--- src/rtl/regbank16x4_wr.sv ---
// rtl/regbank16x4_wr.sv - 16 x 4-bit register bank with write-ack port and sequenced bank clear
//
// Optional build macro: REGBANK_WMASK_EN (adds per-bit write mask input wmask).
//
// Ports:
//   clk       - system clock, rising edge
//   rst       - asynchronous active-high reset
//   we        - write request
//   waddr     - write entry index 0..15
//   wdata     - write data
//   wmask     - per-bit write enable (only with REGBANK_WMASK_EN)
//   wr_ack    - one-cycle pulse after an accepted write
//   clr_req   - start bank clear (level, sampled only in IDLE)
//   clr_busy  - clear sequence in progress
//   clr_done  - one-cycle pulse after entry 15 is cleared
//   q0..qf    - entry contents, driven straight from flops

module regbank16x4_wr #(
    parameter logic [3:0] RESET_VAL = 4'h0,
    parameter logic [3:0] CLR_VAL   = 4'h0
) (
    input  logic       clk,
    input  logic       rst,
    input  logic       we,
    input  logic [3:0] waddr,
    input  logic [3:0] wdata,
`ifdef REGBANK_WMASK_EN
    input  logic [3:0] wmask,
`endif
    output logic       wr_ack,
    input  logic       clr_req,
    output logic       clr_busy,
    output logic       clr_done,
    output logic [3:0] q0,
    output logic [3:0] q1,
    output logic [3:0] q2,
    output logic [3:0] q3,
    output logic [3:0] q4,
    output logic [3:0] q5,
    output logic [3:0] q6,
    output logic [3:0] q7,
    output logic [3:0] q8,
    output logic [3:0] q9,
    output logic [3:0] qa,
    output logic [3:0] qb,
    output logic [3:0] qc,
    output logic [3:0] qd,
    output logic [3:0] qe,
    output logic [3:0] qf
);

    typedef enum logic {
        IDLE  = 1'b0,
        CLEAR = 1'b1
    } state_t;

    state_t     state;
    logic [3:0] clr_idx;
    logic [3:0] mem [16];
    logic [3:0] wr_word;

    // Word to store on an accepted write; with the mask, unselected bits keep
    // the current entry value.
    always_comb begin
        wr_word = wdata;
`ifdef REGBANK_WMASK_EN
        wr_word = (mem[waddr] & ~wmask) | (wdata & wmask);
`endif
    end

    always_ff @(posedge clk or posedge rst) begin
        if (rst) begin
            for (int i = 0; i < 16; i++) begin
                mem[i] <= RESET_VAL;
            end
            state    <= IDLE;
            clr_idx  <= 4'd0;
            wr_ack   <= 1'b0;
            clr_busy <= 1'b0;
            clr_done <= 1'b0;
        end else begin
            wr_ack   <= 1'b0;
            clr_done <= 1'b0;
            case (state)
                IDLE: begin
                    // Clear has priority: a coincident write is dropped.
                    if (clr_req) begin
                        mem[0]   <= CLR_VAL;
                        clr_idx  <= 4'd1;
                        clr_busy <= 1'b1;
                        state    <= CLEAR;
                    end else if (we) begin
                        mem[waddr] <= wr_word;
                        wr_ack     <= 1'b1;
                    end
                end
                CLEAR: begin
                    // Writes are ignored here; the requester retries after clr_busy falls.
                    mem[clr_idx] <= CLR_VAL;
                    if (clr_idx == 4'd15) begin
                        clr_idx  <= 4'd0;
                        clr_busy <= 1'b0;
                        clr_done <= 1'b1;
                        state    <= IDLE;
                    end else begin
                        clr_idx <= clr_idx + 4'd1;
                    end
                end
                default: begin
                    state <= IDLE;
                end
            endcase
        end
    end

    assign q0 = mem[0];
    assign q1 = mem[1];
    assign q2 = mem[2];
    assign q3 = mem[3];
    assign q4 = mem[4];
    assign q5 = mem[5];
    assign q6 = mem[6];
    assign q7 = mem[7];
    assign q8 = mem[8];
    assign q9 = mem[9];
    assign qa = mem[10];
    assign qb = mem[11];
    assign qc = mem[12];
    assign qd = mem[13];
    assign qe = mem[14];
    assign qf = mem[15];

endmodule

--- config.mk ---
export PLATFORM = sky130hd
export DESIGN_NAME = regbank16x4_wr
export DESIGN_NICKNAME = d
export VERILOG_FILES = /design/src/rtl/regbank16x4_wr.sv
export SDC_FILE = /design/constraint.sdc
export NUM_CORES = 1
export LEC_CHECK = 0
export CORE_ASPECT_RATIO = 1.2
export CORE_UTILIZATION = 54
export CTS_CLUSTER_SIZE = 30
export DETAILED_ROUTE_END_ITERATION = 10
export PLACE_DENSITY = 0.86
export SLEW_MARGIN = 30
export SYNTH_ARGS = -nofsm -noshare
export SYNTH_HDL_FRONTEND = slang
export SYNTH_SLANG_ARGS = --single-unit
--- constraint.sdc ---
create_clock -name clk -period 4.3 [get_ports clk]
set_input_delay 0.86 -clock clk [delete_from_list [all_inputs] [get_ports clk]]
set_output_delay 0.86 -clock clk [all_outputs]
set_load 0.1 [all_outputs]
==> impl_metrics.tcl <==
set metrics [dict create \
    status "finished, final reports clean" \
    synth_cell_types 31 \
    cp-start-kind "flop" \
    arrival_ns 1.88 \
    fill_cells 449 \
    synthTopCellsByArea "dfrtp_1, mux2i_1, nand2_1" \
    cp_slowest_cell "clkdlybuf4s50_1" \
    drtIter0Drc 147 \
    yosysMostFrequentCell "dfrtp_1" \
    synth_top_cell_by_area "dfrtp_1" \
    numCtsBuffers 9 \
    postSynthCellCount 300 \
    crit_required_ns 3.44 \
    grt-ovfl-total 0 \
    gp_congestion 0.772 \
    htree_levels 3 \
    ant_nets 0 \
    cts-root-buf "clkbuf_8" \
    synth_async_sr_flop_share_pct 100 \
    drv_slew 0 \
    synth-edff-count 0 \
    routed_wl_um 7760 \
    syn_nets 319 \
    worstSetupPathType "reg2out" \
    worstPathCellList "clkdlybuf4s50_1" \
    rows 31 \
    hold_path_class "reg2reg" \
    multi_input_area_um2 1450 \
    fin_setup_tns_ns 0 \
    cp_top_family "buffers and inverters" \
    viasPerCell 5.59 \
    die_h_um 88.3 \
    dpl.hpwl_um 5460 \
    start_util_pct 55.7 \
    fin_crit_sh_pct 63.7 \
    grt_max_degree 44 \
    drv_cap 0 \
    port_buffers 78 \
    synth_area_um2 3350 \
    clock_sinks 72 \
    antenna_found_initial 0 \
    syn2layout_area_growth_pct 30.0 \
    setup_viol 0 \
    clk_path_buf_depth 2 \
    synth_top_cell_area_share_pct 53.8 \
    dr.pass1.iters 4 \
    detailroute.via_count 2578 \
    seq_area_frac_synth_pct 53.8 \
    crit_fanout 3 \
    grt_first_pass_wirelength_um 12200 \
    grt_pass1_vias 2483 \
    tightest_slew_ns 0.991 \
    endpoint_kind "output port" \
    rsz0062_at_grt "false" \
    antenna_cells 0 \
    synth_seq_cells 72 \
    finalClockSkew_ns 0.00257 \
    yosysWarnings 0 \
    ctsResizeCount 0 \
    place_inst 445 \
    wire_per_inst_um 16.8 \
    track_usage_pct 25.7 \
    timing.fmax_mhz 365 \
    core_area_um2 6010 \
    die-area_um2 6520 \
    syn_area_per_cell_um2 11.2 \
    cp_slowest_stage_delay_ns 1.15 \
    final_cells 461 \
    io_pins 79 \
    synth_common_cells "dfrtp_1, nand2_1, mux2i_1, nand3_1" \
    cts_tree "built" \
    synth_ff_type "dfrtp_1" \
    max_slew_margin_pct 33.7 \
    hold_viol 0 \
    crit_buf_inv 1 \
    period_minus_slack_ns 2.74 \
    die_w_um 73.9 \
    clk_pin_slew_ns 0.07 \
    cts_setup_buffers 0 \
    layout.nets 393 \
    hold_buffers 0 \
    regArea_um2 1800 \
    drive_above_1_share_pct 5.80 \
    remaining_drc_errors 0 \
    worstSkewPairLatency_ns 0.34 \
]
[per-stage QoR]
step / instance area [um^2] / worst slack [ns] / hold WS [ns] / utilization [%]
global route: 4350 / 1.53 / 0.536 / 72.4
floorplan: 3350 / 1.62 / 0.521 / -
global placement: 4170 / 1.69 / 0.487 / 69.4
finish: 4350 / 1.56 / 0.503 / 72.4
CTS: 4350 / 1.55 / 0.506 / 72.4
detailed placement: 4170 / 1.59 / 0.487 / 69.4
[worst paths after layout]
path | start | slack, ns | cells past startpoint | end
max | q0[1] | 1.56 | 1 | q0[1]
min | clr_busy | 0.50 | 1 | clr_busy
max reg2reg | state | 2.55 | 3 | q9[2]
min reg2reg | clr_busy | 0.50 | 1 | clr_busy
max in group asynchronous | rst | 2.36 | 3 | state
min in group asynchronous | rst | 0.94 | 2 | q6[1]
[routing by layer]
layer	routed length (um)	vias to the layer above	GRT usage (%)
met5	0	-	0
met4	97	0	8.22
met3	294	10	5.92
met2	3970	70	42.6
met1	3400	1293	33.5
li1	-	1205	-
[kinds of logic after synthesis]
family / share of synthesized area, %
AO/OA/AOI/OAI: 2.65
adder cells (fa/ha/maj): 2.62
buffers and inverters: 3.03
flip-flops: 53.8
multiplexers: 18.3
AND/OR/NAND/NOR: 19.6
[area by class of cell]
class | count | area share, %
Inverter | 9 | 0.776
Clock buffer | 12 | 3.10
Tap cell | 82 | 2.36
Multi-Input combinational cell | 203 | 33.2
Sequential cell | 72 | 41.4
Clock inverter | 4 | 1.03
Timing Repair Buffer | 79 | 18.1
[placed cells by master (no fill, tap or decap), drive strengths merged, types with 7 or more instances in the layout]
cell / Yosys / final
ha: 7 / 7
nand4: 10 / 10
dfrtp: 72 / 72
nand2: 63 / 63
inv: 9 / 9
nand4b: 8 / 8
nand3: 17 / 17
clkdlybuf4s50: 0 / 78
mux2i: 60 / 60
clkbuf: 10 / 12
Power is not shown: default switching activity piles up to over one toggle a cycle in this logic, so the estimate is an artifact.
